**src/rtl/riscv_muldiv_if.sv**
```systemverilog
// Request/response bundle between the core and the mul/div unit.
// The core drives the request; the unit returns the rd write strobe.
interface riscv_muldiv_if #(
  parameter int WIDTH = 32
);
  logic             start;
  logic             kill;
  logic [2:0]       funct3;
  logic [WIDTH-1:0] rs1;
  logic [WIDTH-1:0] rs2;
  logic [4:0]       rd_index_in;
  logic             busy;
  logic             done;
  logic [WIDTH-1:0] rd;
  logic [4:0]       rd_index;
  logic             enable_write_rd;

  modport master (
    output start, kill, funct3,
    output rs1, rs2, rd_index_in,
    input  busy, done, rd,
    input  rd_index, enable_write_rd
  );

  modport slave (
    input  start, kill, funct3,
    input  rs1, rs2, rd_index_in,
    output busy, done, rd,
    output rd_index, enable_write_rd
  );
endinterface

```
**src/rtl/riscv_muldiv.sv**
```systemverilog
// Iterative RV32M multiply/divide: shift-add multiply and restoring
// divide on magnitudes, one bit per cycle, sign fixup at the end.
module riscv_muldiv #(
  parameter int WIDTH     = 32,
  parameter bit EARLY_OUT = 1'b1
) (
  input logic           clock,
  input logic           reset,
  riscv_muldiv_if.slave bus
);
  localparam int W2 = 2 * WIDTH;

  typedef enum logic [1:0] {
    IDLE,
    CALC,
    DONE
  } state_t;

  state_t state, state_nxt;

  logic [4:0]       counter;
  logic [2:0]       op;
  logic             neg;
  logic [WIDTH-1:0] bmag;
  logic [W2-1:0]    acc;
  logic [WIDTH-1:0] rd_q;
  logic [4:0]       rd_idx_q;

  logic             accept;
  logic             a_sgn, b_sgn;
  logic             a_neg, b_neg;
  logic             b_zero, ovf, early;
  logic             neg_in;
  logic [WIDTH-1:0] amag_in, bmag_in;
  logic [WIDTH-1:0] early_res;
  logic [WIDTH-1:0] smin;

  logic [WIDTH:0]   mul_sum;
  logic [WIDTH:0]   div_sh, div_diff;
  logic [W2-1:0]    acc_step;
  logic [W2-1:0]    prod;
  logic [WIDTH-1:0] quo, rem;
  logic [WIDTH-1:0] result;

  assign smin   = {1'b1, {(WIDTH - 1){1'b0}}};
  assign accept = (state == IDLE) && bus.start && !bus.kill;

  // Decode the incoming request: operand magnitudes, result sign, early-out.
  always_comb begin
    a_sgn = 1'b0;
    b_sgn = 1'b0;
    unique case (bus.funct3)
      3'b001:  begin a_sgn = 1'b1; b_sgn = 1'b1; end
      3'b010:  a_sgn = 1'b1;
      3'b100:  begin a_sgn = 1'b1; b_sgn = 1'b1; end
      3'b110:  begin a_sgn = 1'b1; b_sgn = 1'b1; end
      default: ;
    endcase
    a_neg   = a_sgn && bus.rs1[WIDTH-1];
    b_neg   = b_sgn && bus.rs2[WIDTH-1];
    amag_in = a_neg ? -bus.rs1 : bus.rs1;
    bmag_in = b_neg ? -bus.rs2 : bus.rs2;
    b_zero  = (bus.rs2 == '0);
    ovf     = bus.funct3[2] && !bus.funct3[0] &&
              (bus.rs1 == smin) && (bus.rs2 == '1);
    early   = EARLY_OUT && bus.funct3[2] && (b_zero || ovf);
    if (!bus.funct3[2])
      neg_in = a_neg ^ b_neg;
    else if (bus.funct3[1])
      neg_in = a_neg;
    else
      neg_in = (a_neg ^ b_neg) && !b_zero;
    if (b_zero)
      early_res = bus.funct3[1] ? bus.rs1 : '1;
    else
      early_res = bus.funct3[1] ? '0 : smin;
  end

  // One multiply or divide iteration plus the final sign fixup.
  always_comb begin
    mul_sum  = {1'b0, acc[W2-1:WIDTH]} +
               (acc[0] ? {1'b0, bmag} : '0);
    div_sh   = {acc[W2-1:WIDTH], acc[WIDTH-1]};
    div_diff = div_sh - {1'b0, bmag};
    if (!op[2])
      acc_step = {mul_sum, acc[WIDTH-1:1]};
    else if (!div_diff[WIDTH])
      acc_step = {div_diff[WIDTH-1:0], acc[WIDTH-2:0], 1'b1};
    else
      acc_step = {div_sh[WIDTH-1:0], acc[WIDTH-2:0], 1'b0};
    prod = neg ? -acc_step : acc_step;
    quo  = acc_step[WIDTH-1:0];
    rem  = acc_step[W2-1:WIDTH];
    if (!op[2])
      result = (op[1:0] == 2'b00) ? prod[WIDTH-1:0]
                                  : prod[W2-1:WIDTH];
    else if (op[1])
      result = neg ? -rem : rem;
    else
      result = neg ? -quo : quo;
  end

  // State register.
  always_ff @(posedge clock or posedge reset) begin
    if (reset) state <= IDLE;
    else       state <= state_nxt;
  end

  // Next-state: start/early-out from IDLE, kill or finish in CALC.
  always_comb begin
    state_nxt = state;
    unique case (state)
      IDLE: if (accept) state_nxt = early ? DONE : CALC;
      CALC: begin
        if (bus.kill)
          state_nxt = IDLE;
        else if (counter == 5'd31)
          state_nxt = DONE;
      end
      DONE:    state_nxt = IDLE;
      default: state_nxt = IDLE;
    endcase
  end

  // Operand latch, iteration datapath and result capture.
  always_ff @(posedge clock or posedge reset) begin
    if (reset) begin
      counter  <= '0;
      op       <= '0;
      neg      <= 1'b0;
      bmag     <= '0;
      acc      <= '0;
      rd_q     <= '0;
      rd_idx_q <= '0;
    end else if (accept) begin
      counter  <= '0;
      op       <= bus.funct3;
      neg      <= neg_in;
      bmag     <= bmag_in;
      acc      <= {{WIDTH{1'b0}}, amag_in};
      rd_idx_q <= bus.rd_index_in;
      if (early) rd_q <= early_res;
    end else if (state == CALC && !bus.kill) begin
      acc     <= acc_step;
      counter <= counter + 5'd1;
      if (counter == 5'd31) rd_q <= result;
    end
  end

  assign bus.busy            = (state != IDLE);
  assign bus.done            = (state == DONE);
  assign bus.rd              = rd_q;
  assign bus.rd_index        = rd_idx_q;
  assign bus.enable_write_rd = bus.done && (rd_idx_q != 5'd0);
endmodule

```
**src/flat_wrapper.sv**
```systemverilog
// flat-port wrapper written by rule: the top's interface ports become plain ports
module riscv_muldiv_flat 
#(
  parameter int WIDTH     = 32,
  parameter bit EARLY_OUT = 1'b1
)
  (clock, reset, bus_start, bus_kill, bus_funct3, bus_rs1, bus_rs2, bus_rd_index_in, bus_busy, bus_done, bus_rd, bus_rd_index, bus_enable_write_rd);
  riscv_muldiv_if #(.WIDTH(WIDTH)) bus_i ();
  input logic clock;
  input logic reset;
  input wire logic [$bits(bus_i.start)-1:0] bus_start;
  input wire logic [$bits(bus_i.kill)-1:0] bus_kill;
  input wire logic [$bits(bus_i.funct3)-1:0] bus_funct3;
  input wire logic [$bits(bus_i.rs1)-1:0] bus_rs1;
  input wire logic [$bits(bus_i.rs2)-1:0] bus_rs2;
  input wire logic [$bits(bus_i.rd_index_in)-1:0] bus_rd_index_in;
  output wire logic [$bits(bus_i.busy)-1:0] bus_busy;
  output wire logic [$bits(bus_i.done)-1:0] bus_done;
  output wire logic [$bits(bus_i.rd)-1:0] bus_rd;
  output wire logic [$bits(bus_i.rd_index)-1:0] bus_rd_index;
  output wire logic [$bits(bus_i.enable_write_rd)-1:0] bus_enable_write_rd;
  assign bus_i.start = bus_start;
  assign bus_i.kill = bus_kill;
  assign bus_i.funct3 = bus_funct3;
  assign bus_i.rs1 = bus_rs1;
  assign bus_i.rs2 = bus_rs2;
  assign bus_i.rd_index_in = bus_rd_index_in;
  assign bus_busy = bus_i.busy;
  assign bus_done = bus_i.done;
  assign bus_rd = bus_i.rd;
  assign bus_rd_index = bus_i.rd_index;
  assign bus_enable_write_rd = bus_i.enable_write_rd;
  riscv_muldiv #(.WIDTH(WIDTH), .EARLY_OUT(EARLY_OUT)) u_core (.clock(clock), .reset(reset), .bus(bus_i));
endmodule
```
**config.mk**
```make
export PLATFORM = sky130hd
export DESIGN_NAME = riscv_muldiv_flat
export DESIGN_NICKNAME = d
export VERILOG_FILES = /design/src/rtl/riscv_muldiv_if.sv /design/src/rtl/riscv_muldiv.sv /design/src/flat_wrapper.sv
export SDC_FILE = /design/constraint.sdc
export NUM_CORES = 1
export LEC_CHECK = 0
export BUFFER_PORTS_ARGS = -buffer_cell sky130_fd_sc_hd__buf_2
export CELL_PAD_IN_SITES_DETAIL_PLACEMENT = 1
export CELL_PAD_IN_SITES_GLOBAL_PLACEMENT = 2
export CORE_UTILIZATION = 35
export DETAILED_ROUTE_END_ITERATION = 16
export PLACE_DENSITY = 0.88
export SKIP_LAST_GASP = 1
export SLEW_MARGIN = 40
export SYNTH_ARGS = -nofsm -noshare
export SYNTH_HDL_FRONTEND = slang
export SYNTH_SLANG_ARGS = --single-unit
```
**constraint.sdc**
```tcl
create_clock -name clock -period 8.9 [get_ports clock]
set_input_delay 0.445 -clock clock [delete_from_list [all_inputs] [get_ports clock]]
set_output_delay 0.445 -clock clock [all_outputs]
set_load 0.05 [all_outputs]
```
==> impl_metrics.yaml, run 1 <==
floorplan:
  rows: 77
  die_w_um: 216
  start_util: 0.358
  dieArea_mm2: 0.0465
  core_mm2: 0.0446
  io_pins: 116
  die_h_um: 216
yosys:
  yosysSeqAreaShare: 0.226
  syn-cell-area_mm2: 0.0160
  yosys.area.top_type_share: 0.226
  ys_top_cells_by_count: "nand2_1, o21ai_0, nor2_1"
  synth.distinct_cells: 107
  synth_edf_count: 0
  ys_warn_count: 0
  yosysTopAreaCell: "dfrtp_1"
  ys_ff_latch: 144
  synth_area_leaders: "dfrtp_1, o21ai_0, nand2_1, ha_1, a21oi_1"
  ys_async_sr_fraction: 1.00
  synth_ff_type: "dfrtp_1"
  syn_avg_cell_area_um2: 7.43
  syn-num-nets: 2297
  post-synth-top-count-cell: "nand2_1"
  synth_cells: 2148
worst_setup_path:
  crit_slowest_cell: "a21oi_4"
  cp_slowest_stage_delay_ns: 0.76
  critPathMaxFanout: 22
  crit_type: "flip-flop to flip-flop"
  crit_path_frequent_cell: "nor2_1"
  r2r-end: "u_core.bus.rd[30]"
  critical_path_depth: 21
  worstPathArrival_ns: 6.80
  worstRegToRegCells: 21
  endpoint_kind: "flip-flop"
  cp_num_buf_inv: 2
  critPathRequiredTime_ns: 9.26
  path_cells: "inv_1 > ha_1 > fa_1 > nand2b_1 > a21oi_1 > o21a_4 > o211ai_2 > a21oi_4 > nor2_1 > a21oi_1 > ha_1 > o211ai_1 > nor2_1 > nor4bb_1 > inv_1 > nor2_1 > nand4_1 > o41ai_2 > xnor2_1 > o21ai_1 > o22a_1"
  rrSetupSlack_ns: 2.46
  start_kind: "flip-flop"
  rr_startpoint: "u_core.acc[31]"
  crit_family: "compound AO/OA/AOI/OAI gates"
  timing.critical_path.from: "u_core.acc[31]"
drt:
  drtAntennaViolNets: 0
  wl_met3_um: 4680
  routed-wl-met2_um: 31000
  wl_per_cell_um: 24.9
  met1Wirelength_um: 30900
  first_pass_iters: 5
  top_layer: "met4"
  vias: 17500
  viasPerCell: 6.26
  drc: 0
  drtIter0Drc: 1440
  wl_um: 69300
grt:
  grt.overflow.total: 0
  grt_pass1_wl_um: 107000
  antenna_found_initial: 3
  grt_max_degree: 92
  grt_pass1_vias: 17500
  grt_use_total: 0.297
sta:
  fmax_mhz: 155
  hold_violations: 0
  worst_pin_slew_ns: 0.952
  setup_viol: 0
  slew_headroom: 0.364
  clock_skew_ns: 0.0158
  finalSetupTns_ns: 0
  finalMaxSlewViolations: 0
  holdWs_ns: 0.0565
  period_minus_slack_ns: 6.44
  rsz0062_at_grt: "false"
  period_share: 0.724
clock_tree:
  htree_levels: 4
  clkTransAtPathRegs_ns: 0.07
  clk_latency_ns: 0.48
  cts_resized: 0
  post_cts.repair.setup_buffers: 0
  root_buffer: "clkbuf_16"
  cts_hold_buf: 0
  cts_buffer_depth: 2
  cts.sinks: 144
  cts_inserted_buffers: 17
  tritoncts: "done"
worst_hold_path:
  hold_path_class: "input pin to asynchronous set/reset pin"
pwr:
  power_w: 0.00578
  p_leak_nw: 7.38
  power_density_mw_per_mm2: 326
  peakVddDrop_mv: 0.171
final_layout:
  drive_gt1_frac: 0.119
  final_cells: 2787
  area_delta_synth_final_pct: 10.9
  fill_cells: 5483
  fin_nets: 2330
job:
  drv_cap: 0
place:
  dp_cells: 2754
  hpwl_um: 53600
  gp_congestion: 0.969
  port_buffers: 115
status:
  outcome: "complete, no violations"
[where the power goes]
group	switching, W	leakage, nW	total [W]	internal, W
combinational	0.00260	5.20	0.00389	0.00130
sequential	0.000206	1.86	0.00100	0.000798
clock	0.000326	0.328	0.000878	0.000551
total	0.00313	7.38	0.00578	0.00265
[area by class of cell]
| class | count | area (um2) | area share |
|---|---|---|---|
| Clock inverter | 12 | 238 | 0.0134 |
| Timing Repair Buffer | 144 | 805 | 0.0454 |
| Inverter | 85 | 327 | 0.0184 |
| Sequential cell | 144 | 3610 | 0.204 |
| Multi-Input combinational cell | 1789 | 11600 | 0.652 |
| Tap cell | 592 | 741 | 0.0418 |
| Antenna cell | 1 | 2.50 | 0.000141 |
| Clock buffer | 20 | 437 | 0.0247 |
[cell usage in the layout (no fill, tap or decap), types with 21 or more instances in the layout]
cell type	instances
nand2_1	260
o21ai_0	235
nor2_1	165
dfrtp_1	142
a21oi_1	141
buf_2	115
inv_1	83
xnor2_1	77
xor2_1	77
ha_1	71
nor3_1	55
o211ai_1	55
nand3_1	47
and2_1	44
a31oi_1	41
mux2i_1	38
nand4_1	37
a21o_1	29
buf_4	26
o31ai_1	22
and3_1	21
[layer usage]
metal,up-vias,track usage
li1,7937,-
met1,8777,0.402
met2,608,0.469
met3,134,0.0431
met4,0,0.131
met5,-,0
[worst max path at each step]
stage,end,slack (ns)
2_1_floorplan,u_core.bus.rd[30],4.06
3_3_place_gp,u_core.bus.rd[30],2.85
3_5_place_dp,u_core.bus.rd[30],2.70
4_1_cts,u_core.bus.rd[30],2.65
5_1_grt,u_core.bus.rd[18],2.11
6_report,u_core.bus.rd[30],2.46
[sequential cells by signal, summed over array words and instances (netlist names)]
name	cells
u_core.counter	5
u_core.state	2
u_core.acc	64
u_core.bus.rd_index	5
u_core.neg	1
u_core.bmag	32
u_core.op	3
u_core.bus.rd	32
[stage by stage]
| step | instance area (um2) | setup WS (ns) | util |
|---|---|---|---|
| global placement | 17000 | 2.85 | 0.380 |
| global route | 17700 | 2.11 | 0.397 |
| CTS | 17700 | 2.65 | 0.397 |
| detailed placement | 17000 | 2.70 | 0.381 |
| finish | 17700 | 2.46 | 0.397 |
| floorplan | 16000 | 4.06 | - |
[worst register-to-register path: cells and delay by family (launching register included)]
kind / cells / cell delay [ns]
AO/OA/AOI/OAI: 9 / 2.89
AND/OR/NAND/NOR: 6 / 1.58
adder cells (fa/ha/maj): 3 / 0.98
flip-flops: 1 / 0.41
buffers and inverters: 2 / 0.30
XOR/XNOR: 1 / 0.16
[cell families after synthesis]
logic type | count (synthesis) | share of synthesized area
AOI/OAI and AO/OA | 742 | 0.305
xor gates and xnor gates | 154 | 0.0845
adders and majority gates | 73 | 0.0582
buffers and inverters | 215 | 0.0563
DFF | 144 | 0.226
muxes | 46 | 0.0316
and+or+nand+nor | 774 | 0.238
No activity file was read; power rests on OpenSTA's default activity.
==> run 2: changes to the inputs <==
CORE_UTILIZATION = 33   (was 35)
PLACE_DENSITY = 0.87   (was 0.88)
clock period = 5.6 ns   (was 8.9 ns; I/O delays follow)
==> run 2 against run 1 <==
Compared with the run above: register-to-register slack worse by 2.1 ns; routed wire length grew 5.8%; sequential power is 62% higher; first-iteration DRC count rose by 18%; setup slack worse by 2.1 ns; worst hold slack got worse by 0.044 ns; non-clock buffer count up 42; clock power is 49% higher; final area grew 1.7%; largest cell class unchanged.
==> impl_metrics.yaml, run 2 (synthesis gave the netlist of run 1 again) <==
status:
  outcome: "complete, no violations"
drt:
  wl_um: 73300
  drtAntennaViolNets: 0
  vias: 17800
  first_pass_iters: 5
  viasPerCell: 6.24
  drtIter0Drc: 1696
  wl_per_cell_um: 25.7
  drc: 0
sta:
  setup_viol: 0
  hold_violations: 0
  clock_skew_ns: 0.0141
  slew_headroom: 0.408
  finalSetupTns_ns: 0
  period_minus_slack_ns: 5.27
  finalMaxSlewViolations: 0
  period_share: 0.942
  rsz0062_at_grt: "false"
  fmax_mhz: 190
  worst_pin_slew_ns: 0.885
final_layout:
  drive_gt1_frac: 0.133
  final_common_cell: "nand2_1"
  fin_nets: 2372
  largest-register: "u_core.acc"
  area_delta_synth_final_pct: 12.8
  final_core_util: 0.377
  final_cell_mix: "nand2_1, o21ai_0, nor2_1"
  largest_reg_flops: 64
grt:
  grt.busiest_layer: "met2"
  met1_usage: 0.414
  gr-usage-met2: 0.478
  grt_max_degree: 108
  grt_pass1_vias: 18100
  grt.overflow.total: 0
  grt_use_total: 0.298
  antenna_found_initial: 3
  use_met3: 0.0317
  grt_pass1_wl_um: 113000
floorplan:
  die_h_um: 222
  core_mm2: 0.0477
  dieArea_mm2: 0.0493
  start_util: 0.334
  io_pins: 116
  die_w_um: 222
  rows: 80
place:
  gp_congestion: 0.967
  hpwl_um: 56900
  port_buffers: 115
job:
  drv_cap: 0
clock_tree:
  cts_inserted_buffers: 17
  root_buffer: "clkbuf_16"
  htree_levels: 4
  cts.sinks: 144
  cts_buffer_depth: 2
  tritoncts: "done"
  clkTransAtPathRegs_ns: 0.07
  clk_latency_ns: 0.48
pwr:
  power_density_mw_per_mm2: 524
  peakVddDrop_mv: 0.282
  p_leak_nw: 7.56
  power_w: 0.00944
worst_setup_path:
  start_kind: "flip-flop"
  path_cells: "and2_1 > ha_1 > a21oi_1 > o22ai_1 > o21ai_0 > a21boi_0 > buf_4 > o21ai_0 > mux2i_1 > o311ai_2 > o21ai_1 > nand2b_1 > nand3b_1 > o32ai_1 > a211oi_1 > a31oi_1"
  critPathMaxFanout: 17
  crit_path_frequent_cell: "o21ai_0"
  cp_slowest_stage_delay_ns: 0.65
  endpoint_kind: "flip-flop"
  crit_type: "flip-flop to flip-flop"
  worstPathArrival_ns: 5.66
  crit_slowest_cell: "o21ai_0"
  crit_family: "compound AO/OA/AOI/OAI gates"
  cp_num_buf_inv: 1
  critPathRequiredTime_ns: 5.99
worst_hold_path:
  hold_path_class: "input pin to flip-flop"
-- run 2: routing by layer --
metal / share of wire / vias to the layer above
li1: - / 8038
met1: 0.45 / 9008
met2: 0.46 / 644
met3: 0.065 / 100
met4: 0.028 / 0
met5: 0 / -
-- run 2: worst min-delay path, stage by stage --
cell	delay, ns
buf_2	0.08
nand2_1	0.04
nand2_1	0.05
-- run 2: metrics by stage --
step,hold WS [ns],std cells,setup WS [ns],instance area [um2]
floorplan,0.385,2148,0.764,16000
global placement,0.367,2815,-0.0930,17300
detailed placement,0.378,2815,-0.0119,17300
CTS,0.00349,2848,0.212,18000
global route,0.0231,2851,0.000673,18000
finish,0.0130,2853,0.327,18000
-- run 2: final cells by class --
class / instances / area [um2]
tap: 615 / 769
clock buffer: 22 / 474
antenna: 2 / 5.00
multi-input combinational: 1789 / 11500
fill: 5865 / 29700
sequential: 144 / 3610
timing repair buffer: 186 / 1150
inverter: 85 / 324
clock inverter: 10 / 159
-- run 2: report_power, final --
part | leakage (nW) | total, W | internal [W] | switching [W]
Combinational | 5.40 | 0.00651 | 0.00223 | 0.00428
Sequential | 1.85 | 0.00162 | 0.00127 | 0.000353
Clock | 0.306 | 0.00131 | 0.000780 | 0.000534
-- run 2: path summary, 6_finish.rpt --
kind	startpoint	end	slack (ns)	cells after the start
max in group asynchronous	reset	u_core.bus.rd[22]	4.10	4
setup / recovery	u_core.acc[0]	u_core.bus.rd[31]	0.33	16
min in group asynchronous	reset	u_core.acc[33]	0.41	3
setup reg to reg	u_core.acc[0]	u_core.bus.rd[31]	0.33	16
hold / removal	bus_rd_index_in[2]	u_core.bus.rd_index[2]	0.01	3
hold reg to reg	u_core.bmag[0]	u_core.bmag[0]	0.51	2
-- run 2: repair_timing --
action                                  CTS  global route
hold endpoints to repair                 45             0
hold buffers                              1             0
pin swaps                                 0             1
endpoints found under the setup margin    3            11
buffers inserted                          0             2
resized for setup                         1             3
